$ cat config.mk
export PLATFORM = sky130hd
export DESIGN_NAME = logic_processor_n
export DESIGN_NICKNAME = d
export VERILOG_FILES = /design/src/rtl/logic_processor_n.sv
export SDC_FILE = /design/constraint.sdc
export NUM_CORES = 1
export LEC_CHECK = 0
export CAP_MARGIN = 20
export CORE_MARGIN = 2
export CORE_UTILIZATION = 47
export DETAILED_ROUTE_END_ITERATION = 7
export PLACE_DENSITY = 0.75
export SYNTH_ARGS = -nofsm -noshare
export SYNTH_HDL_FRONTEND = slang
export SYNTH_SLANG_ARGS = --single-unit
$ cat constraint.sdc
create_clock -name Clk -period 1.9 [get_ports Clk]
set_input_delay 0.57 -clock Clk [delete_from_list [all_inputs] [get_ports Clk]]
set_output_delay 0.57 -clock Clk [all_outputs]
set_load 0.02 [all_outputs]
$ cat src/rtl/logic_processor_n.sv
// rtl/logic_processor_n.sv - bit-serial logic processor: applies F to A and B one bit per clock, LSB first, and routes the result per R
module logic_processor_n #(
    parameter int WIDTH = 8,
    parameter int CNT_W = $clog2(WIDTH)
) (
    input  logic             Clk,
    input  logic             Reset_n,
    input  logic             LoadA,
    input  logic             LoadB,
    input  logic             Execute,
    input  logic [WIDTH-1:0] Din,
    input  logic [2:0]       F,
    input  logic [1:0]       R,
    output logic [WIDTH-1:0] Aval,
    output logic [WIDTH-1:0] Bval,
    output logic             Busy,
    output logic             Done
);

    typedef enum logic [1:0] {
        S_IDLE  = 2'd0,
        S_SHIFT = 2'd1,
        S_HOLD  = 2'd2
    } state_t;

    localparam logic [CNT_W-1:0] CNT_LAST = CNT_W'(WIDTH - 1);

    state_t           state;
    logic [WIDTH-1:0] a_q;
    logic [WIDTH-1:0] b_q;
    logic [CNT_W-1:0] cnt;
    logic [2:0]       f_q;
    logic [1:0]       r_q;

    logic bit_a;
    logic bit_b;
    logic f_bit;
    logic new_a;
    logic new_b;

    function automatic logic bit_func(input logic [2:0] sel, input logic a, input logic b);
        logic res;
        case (sel)
            3'b000:  res = a & b;
            3'b001:  res = a | b;
            3'b010:  res = a ^ b;
            3'b011:  res = 1'b1;
            3'b100:  res = ~(a & b);
            3'b101:  res = ~(a | b);
            3'b110:  res = ~(a ^ b);
            default: res = 1'b0;
        endcase
        return res;
    endfunction

    always_comb begin
        bit_a = a_q[0];
        bit_b = b_q[0];
        f_bit = bit_func(f_q, bit_a, bit_b);
        new_a = bit_a;
        new_b = bit_b;
        case (r_q)
            2'b01: new_b = f_bit;
            2'b10: new_a = f_bit;
            2'b11: begin
                new_a = bit_b;
                new_b = bit_a;
            end
            default: ;
        endcase
    end

    always_ff @(posedge Clk or negedge Reset_n) begin
        if (!Reset_n) begin
            state <= S_IDLE;
            a_q   <= '0;
            b_q   <= '0;
            cnt   <= '0;
            f_q   <= '0;
            r_q   <= '0;
            Busy  <= 1'b0;
            Done  <= 1'b0;
        end else begin
            Done <= 1'b0;
            case (state)
                S_IDLE: begin
                    // A load in the same cycle as Execute defers the start by one edge.
                    if (LoadA || LoadB) begin
                        if (LoadA) a_q <= Din;
                        if (LoadB) b_q <= Din;
                    end else if (Execute) begin
                        state <= S_SHIFT;
                        f_q   <= F;
                        r_q   <= R;
                        cnt   <= '0;
                        Busy  <= 1'b1;
                    end
                end
                S_SHIFT: begin
                    a_q <= {new_a, a_q[WIDTH-1:1]};
                    b_q <= {new_b, b_q[WIDTH-1:1]};
                    if (cnt == CNT_LAST) begin
                        state <= S_HOLD;
                        cnt   <= '0;
                        Busy  <= 1'b0;
                        Done  <= 1'b1;
                    end else begin
                        cnt <= cnt + 1'b1;
                    end
                end
                S_HOLD: begin
                    if (LoadA) a_q <= Din;
                    if (LoadB) b_q <= Din;
                    if (!Execute) state <= S_IDLE;
                end
                default: state <= S_IDLE;
            endcase
        end
    end

    assign Aval = a_q;
    assign Bval = b_q;

endmodule

After elaboration in Yosys (flattened, before gate mapping)
Index checks and enable logic that the tools add are counted.
Widths: inputs -> output; s select.
- add/sub/neg operators: 1
- equality and inequality tests: 17
- muxes and demuxes: 24
- bitwise operators: 7
- reductions and logical operators: 10
- operators with widths (kind ; count):
    $pmux 8 s3 ; 2
    $mux 8 ; 4
    $eq 3x3->1 const B ; 4
    $ne 2x2->1 const B ; 5
    $mux 3 ; 3
    $mux 2 ; 4
    $reduce_and 4->1 ; 2
    $pmux 1 s7 ; 1
    $eq 2x2->1 const B ; 3
    $eq 3x2->1 const B ; 2
    $pmux 1 s2 ; 3
    $pmux 2 s3 ; 1
    $pmux 3 s2 ; 1
    $reduce_and 3->1 ; 2
    $mux 1 ; 5
    $eq 2x1->1 const B ; 2
    $not 1->1 ; 4
    $add 3x1->3 const B ; 1
    $eq 3x1->1 const B ; 1
    $logic_not 3->1 ; 1
    $reduce_bool 3->1 ; 1
    $logic_not 2->1 ; 1
    $reduce_and 2->1 ; 1
    $reduce_bool 2->1 ; 1
    4 further kinds ; 4
- bits in registers: 28
- input port bits: 18
- word-level logic and storage cells: 67

Depth between registers and ports, before layout
Gate-level depths: netlist of the first run.
- word-level depth: 5
- gate-level depth with buffers: 6
- depth with buffers taken out: 6

Least setup slack after synthesis of the first run
OpenSTA, ideal clock, no wires.
- path type: register to register
- start: register a_q[0] (netlist: Aval[0])
- end: register a_q[7] (netlist: Aval[7])
- setup time: 0.133 ns
- arrival: 1.561 ns
- setup slack: 0.205 ns
- stages on the path, launching flop included: 7
- buffers on the path: 0
- period minus slack after synthesis: 1.695 ns
- cell sequence: dfrtp_1 -> inv_1 -> ha_1 -> mux2_2 -> o22ai_1 -> xor2_1 -> a31oi_1
- cells in the longest elaborated chain, start to end: 5
- elaborated cells on any way between the ends: 9
- classes of those cells: 3 x mux; 6 x bitwise
- RTL lines (what ; RTL line ; RTL):
    start, declared ; 29 ; logic [WIDTH-1:0] a_q;
    start signal, assigned ; 89 ; if (LoadA) a_q <= Din;
    start signal, assigned ; 100 ; a_q <= {new_a, a_q[WIDTH-1:1]};
    start signal, assigned ; 112 ; if (LoadA) a_q <= Din;
    $xor 1x1->1, or another cell as far along ; 46, 50 ;
    $not 1->1, on equally long branches ; 50, 48, 49 ;
    $pmux 1 s7 ; 43 ; case (sel)
    $pmux 1 s2 (*) ; 62 ; case (r_q)
    $pmux 8 s3 (*) ; 85 ; case (state)
Every way passes the cells marked *; elsewhere a longest branch is shown, timed or not.
A chain may end at the register's enable or synchronous reset.

Worst setup path after layout of the first run
- start: register Done
- end: output port Done
- RTL lines (what ; RTL line ; RTL):
    start, declared ; 17 ; output logic Done
    start signal, assigned ; 82 ; Done <= 1'b0;
    start signal, assigned ; 84 ; Done <= 1'b0;
    start signal, assigned ; 106 ; Done <= 1'b1;
No word-level cell between the ends.

==> impl_metrics.json, run 1 <==
{
  "finalSetupViolCount": 0,
  "syn_to_final_growth_pct": 32.2,
  "final_nets": 191,
  "required_ns": 1.33,
  "path_clk_slew_ns": 0.14,
  "grt.overflow.total": 0,
  "cts_buffers": 3,
  "finalClockSkew_ns": 0.00256,
  "netlist_top_cells_count": "28 x dfrtp_1, 23 x nor2_1, 14 x o22ai_1",
  "path_class": "flip-flop to output pin",
  "hp-class": "flip-flop to flip-flop",
  "vdd_ir_drop_max_uv": 1040,
  "synth_edf_count": 0,
  "synth_ff_type": "dfrtp_1",
  "htreeDepth": 1,
  "cts_tree": "done",
  "grt_first_pass_wirelength_mm": 5.64,
  "slowest_delay_ns": 0.59,
  "fillers": 230,
  "fp-row-count": 19,
  "rr_startpoint": "Aval[0]",
  "async_flop_share_pct": 100,
  "min-delay-start": "Busy",
  "globalplace.congestion": 0.821,
  "finalMaxSlewViolations": 0,
  "fmaxAchievable_mhz": 545,
  "yosys-top-cells-area": "dfrtp_1 53%, o22ai_1 6.6%, nor2_1 6.5%, mux2_2 5.1%, ha_1 3.8%",
  "synth_top_area_share_pct": 52.9,
  "path_max_fanout": 1,
  "period_share_pct": 96.5,
  "design_area_sq_mm": 0.00175,
  "critical_path.top_delay_family": "buffers and inverters",
  "io_pins": 36,
  "power_leakage_nw": 0.761,
  "syn_area_sq_mm": 0.00132,
  "coreArea_sq_mm": 0.00271,
  "placed_cell_area_sq_mm": 0.00174,
  "yosysTopAreaCell": "dfrtp_1",
  "antenna_found_initial": 0,
  "fin_util_pct": 64.6,
  "synth_nets": 148,
  "diodes": 0,
  "remaining_drc_errors": 0,
  "dieWidth_um": 57.1,
  "timing.max_cap.violations": 0,
  "drive_gt1_share_pct": 12.6,
  "cts_hold_buf": 0,
  "port-buffer-count": 35,
  "pwr_density_cell_mw_per_mm2": 1630,
  "rsz0062_at_grt": "false",
  "routed_wl_mm": 3.26,
  "hold_viol": 0,
  "dp_hpwl_mm": 2.50,
  "start_util_pct": 48.8,
  "syn_avg_cell_area_sq_um": 10.5,
  "fp.dieArea_sq_mm": 0.00326,
  "synth_seq_cells": 28,
  "clock-sinks": 28,
  "grt_pass1_vias": 1184,
  "tightest_slew_ns": 0.474,
  "synth.most_common_cell": "dfrtp_1",
  "ys_seq_area_share_pct": 52.9,
  "path_cells": "clkdlybuf4s50_1",
  "ff_latch_area_sq_um": 702,
  "grt_max_degree": 29,
  "status": "completed",
  "pre_cts_slack_ns": -0.128,
  "min_period_ns": 1.83,
  "viasPerCell": 5.83,
  "vias": 1155,
  "synthCells": 126,
  "multi_input_area_sq_um": 583,
  "setup_ws_ns": 0.0663,
  "slowest_stage": "clkdlybuf4s50_1",
  "die_h_um": 57.1,
  "antenna_left": 0,
  "ys_types": 28,
  "worst_ep_arrival_time_ns": 1.26,
  "cts_root_buf": "clkbuf_4",
  "worstSetupStartpoint": "Done",
  "end_kind": "output pin",
  "drt_iter0_drc": 50,
  "firstDrtPassIters": 4,
  "path_buf_inv": 1,
  "clock_latency_ns": 0.32,
  "clk_path_buf_depth": 2,
  "wl_per_cell_um": 16.5,
  "yosys_warnings": 0,
  "slew_headroom_pct": 68.3,
  "track_usage_pct": 22.1,
  "start_kind": "flip-flop"
}
[final cells by class]
class                      instances  area share (%)
tap                               31            2.22
sequential                        28            40.1
multi-input combinational         89            33.3
clock buffer                       3            1.29
inverter                           5            1.07
timing repair buffer              42            22.0
[repair_timing]
action	4_1_cts	5_1_grt
pin swaps	0	0
buffers inserted	0	0
hold endpoints to repair	0	0
setup endpoints to repair	16	3
gates resized for setup	16	2
[layer usage]
metal  vias up  global-route usage, %  wire length [um]
met5         -                      0                 0
met1       572                   29.2              1410
met3         4                   4.08               181
li1        535                      -                 -
met4         0                   5.98                31
met2        44                   37.4              1640
[layout by cell type, fill, tap and decap left out, drive strengths merged, types with 4 or more instances in the layout]
cell and count:
nor2 23, nand2 5, dlygate4sd2 16, mux2 6, o21ai 6, buf 7, o22ai 14, clkdlybuf4s50 18
ha 4, inv 5, a21oi 5, dfrtp 28, nor2b 4
[cells by family after synthesis]
family / Yosys count / share of synthesized area (%)
and+or+nand+nor: 39 / 14.6
AOI/OAI and AO/OA: 36 / 17.7
DFF: 28 / 52.9
buffers and inverters: 9 / 3.02
muxes: 9 / 7.37
adders and majority gates: 4 / 3.78
xor gates and xnor gates: 1 / 0.662
[report_power, final]
group	internal [mW]	switching (mW)
clock	0.0742	0.166
sequential	0.878	0.287
combinational	0.656	0.789
[sequential cells by signal, summed over array words and instances (netlist names)]
signal,cells
Aval,8
Busy,1
Bval,8
Done,1
cnt,3
f_q,3
r_q,2
state,2
[stage by stage]
| stage | hold WS (ns) | instances | setup TNS [ns] | power, mW |
|---|---|---|---|---|
| after floorplan | 0.274 | 126 | 0 | 2.06 |
| after global placement | 0.472 | 195 | -0.451 | 2.65 |
| after detailed placement | 0.472 | 195 | -0.975 | 2.74 |
| after CTS | 0.504 | 198 | 0 | 2.86 |
| after global routing | 0.520 | 198 | 0 | 3.05 |
| final | 0.495 | 198 | 0 | 2.85 |
[path summary, 6_finish.rpt]
check | end | cells after the start | slack [ns]
min in group asynchronous | r_q[1] | 2 | 0.60
setup reg to reg | Aval[7] | 6 | 0.13
setup / recovery | Done | 1 | 0.07
hold reg to reg | Busy | 1 | 0.50
hold / removal | Busy | 1 | 0.50
max in group asynchronous | Aval[0] | 2 | 1.03
Power figures use the tool's default switching activity.
==> inputs of run 2 (changes only) <==
--- a/config.mk
+++ b/config.mk
@@ -8,8 +8,10 @@
 export CAP_MARGIN = 20
 export CORE_MARGIN = 2
 export CORE_UTILIZATION = 47
+export CTS_CLUSTER_SIZE = 28
 export DETAILED_ROUTE_END_ITERATION = 7
 export PLACE_DENSITY = 0.75
+export SETUP_SLACK_MARGIN = 0.5
 export SYNTH_ARGS = -nofsm -noshare
 export SYNTH_HDL_FRONTEND = slang
 export SYNTH_SLANG_ARGS = --single-unit
==> run 2 against run 1 <==
Net effect: routed wire length rose by 4.8%; non-clock buffer count rose by 21; worst setup slack gained 0.29 ns; critical path depth is 5 higher; first-iteration DRC count rose by 22%; core utilization grew 10 points; critical path type is now flip-flop to flip-flop.
==> impl_metrics.json, run 2 (synthesis results as in run 1) <==
{
  "status": "completed",
  "start_kind": "flip-flop",
  "min_period_ns": 1.55,
  "wl_per_cell_um": 15.5,
  "power_leakage_nw": 0.913,
  "cts_root_buf": "clkbuf_4",
  "pre_cts_slack_ns": -0.103,
  "clock-sinks": 28,
  "period_share_pct": 81.4,
  "cts_buffers": 3,
  "power.share.switching_pct": 40.1,
  "tns_ns": 0,
  "slew_headroom_pct": 75.7,
  "fmaxAchievable_mhz": 646,
  "hp-class": "flip-flop to flip-flop",
  "end_kind": "flip-flop",
  "io_pins": 36,
  "diodes": 0,
  "clockPowerShare_pct": 7.2,
  "track_usage_pct": 22.8,
  "coreArea_sq_mm": 0.00271,
  "port-buffer-count": 35,
  "hold_path_depth": 1,
  "p_comb_share_pct": 60.5,
  "fp-row-count": 19,
  "die_h_um": 57.1,
  "pwr-share-seq_pct": 32.4,
  "globalplace.congestion": 0.752,
  "final_nets": 212,
  "grt_first_pass_wirelength_mm": 5.88,
  "drive_gt1_share_pct": 39.2,
  "htreeDepth": 1,
  "clk_path_buf_depth": 2,
  "drt_iter0_drc": 61,
  "antenna_left": 0,
  "final_cell_mix": "27 x buf_4, 25 x dfrtp_1, 23 x nor2_1, 17 x buf_6, 14 x clkdlybuf4s50_1",
  "fin_util_pct": 75.0,
  "pwr_density_cell_mw_per_mm2": 1730,
  "firstDrtPassIters": 4,
  "grt.overflow.total": 0,
  "cts_tree": "done",
  "switchingPower_mw": 1.41,
  "rsz0062_at_grt": "true",
  "syn_to_final_growth_pct": 53.6,
  "dieWidth_um": 57.1,
  "total_power_mw": 3.51,
  "required_ns": 2.12,
  "path_max_fanout": 4,
  "vdd_ir_drop_max_uv": 1320,
  "vias": 1216,
  "layout_commonest_cell": "buf_4",
  "reg2reg_setup_slack_ns": 0.35,
  "viasPerCell": 5.53,
  "timing.max_cap.violations": 0,
  "tightest_slew_ns": 0.364,
  "grt_max_degree": 29,
  "remaining_drc_errors": 0,
  "routed_wl_mm": 3.42,
  "path_clk_slew_ns": 0.15,
  "reg2reg_depth": 6,
  "finalClockSkew_ns": 0.00813,
  "path_class": "flip-flop to flip-flop",
  "start_util_pct": 48.8,
  "clock_latency_ns": 0.32,
  "setup_ws_ns": 0.353,
  "p_int_mw": 2.10,
  "antenna_found_initial": 0,
  "hold_viol": 0,
  "grt_pass1_vias": 1296,
  "dp_hpwl_mm": 2.23,
  "cts_hold_buf": 0,
  "fp.dieArea_sq_mm": 0.00326,
  "finalSetupViolCount": 0,
  "worst_ep_arrival_time_ns": 1.77,
  "finalMaxSlewViolations": 0
}
-- run 2: cell count changes in the layout (fill, tap and decap cells not counted), moves of 3 or more --
| cell | previous run | this run |
|---|---|---|
| mux2_2 | 6 | 2 |
| o21ai_0 | 6 | 3 |
| buf_4 | 7 | 27 |
| o21ai_1 | 0 | 3 |
| clkdlybuf4s50_1 | 18 | 14 |
| o22ai_1 | 14 | 11 |
| nand2b_1 | 3 | 0 |
| mux2_4 | 0 | 4 |
| dlygate4sd2_1 | 16 | 3 |
| buf_6 | 0 | 17 |
-- run 2: cell type report --
type	instances	area (sq um)
tap	31	38.8
inverter	5	18.8
clock buffer	4	26.3
sequential	28	704
timing repair buffer	63	571
fill	185	677
multi-input combinational	89	674
-- run 2: stage by stage --
step | instances | instance area [sq um] | hold slack, ns
5_1_grt | 220 | 2030 | 0.548
4_1_cts | 216 | 1960 | 0.527
2_1_floorplan | 126 | 1340 | 0.274
3_5_place_dp | 194 | 1750 | 0.475
6_report | 220 | 2030 | 0.529
3_3_place_gp | 194 | 1750 | 0.476
-- run 2: timing repair --
| action | CTS | global route |
|---|---|---|
| setup endpoints to repair | 41 | 36 |
| pin swaps | 6 | 6 |
| gates resized for setup | 113 | 14 |
| buffers inserted | 18 | 4 |
-- run 2: final timing paths --
path	start	end
hold reg to reg	Busy	Busy
setup / recovery	Bval[0]	Aval[7]
hold / removal	Busy	Busy
min in group asynchronous	Reset_n	Aval[6]
max in group asynchronous	Reset_n	Bval[0]
setup reg to reg	Bval[0]	Aval[7]
-- run 2: metal layers --
metal	vias up	global-route usage, %	wire, um	share of wire, %
li1	575	-	-	-
met5	-	0	0	0
met1	586	30.8	1550	45
met2	49	38.4	1650	48
met3	6	3.40	178	5.2
met4	0	6.31	46	1.3
-- run 2: worst max-delay path, cell delays in order, from the launching register on --
cell and delay [ns]:
dfrtp_2 0.46, inv_2 0.09, ha_4 0.20, mux2_4 0.27, o22ai_4 0.17, xor2_2 0.18
a31oi_1 0.10
-- run 2: power by group through the flow --
stage,registers (mW),clock network (mW),logic (mW)
after detailed placement,1.17,0,1.56
after global routing,1.17,0.277,2.29
after global placement,1.16,0,1.51
after CTS,1.13,0.256,1.94
after floorplan,1.31,0,0.784
final,1.14,0.251,2.12
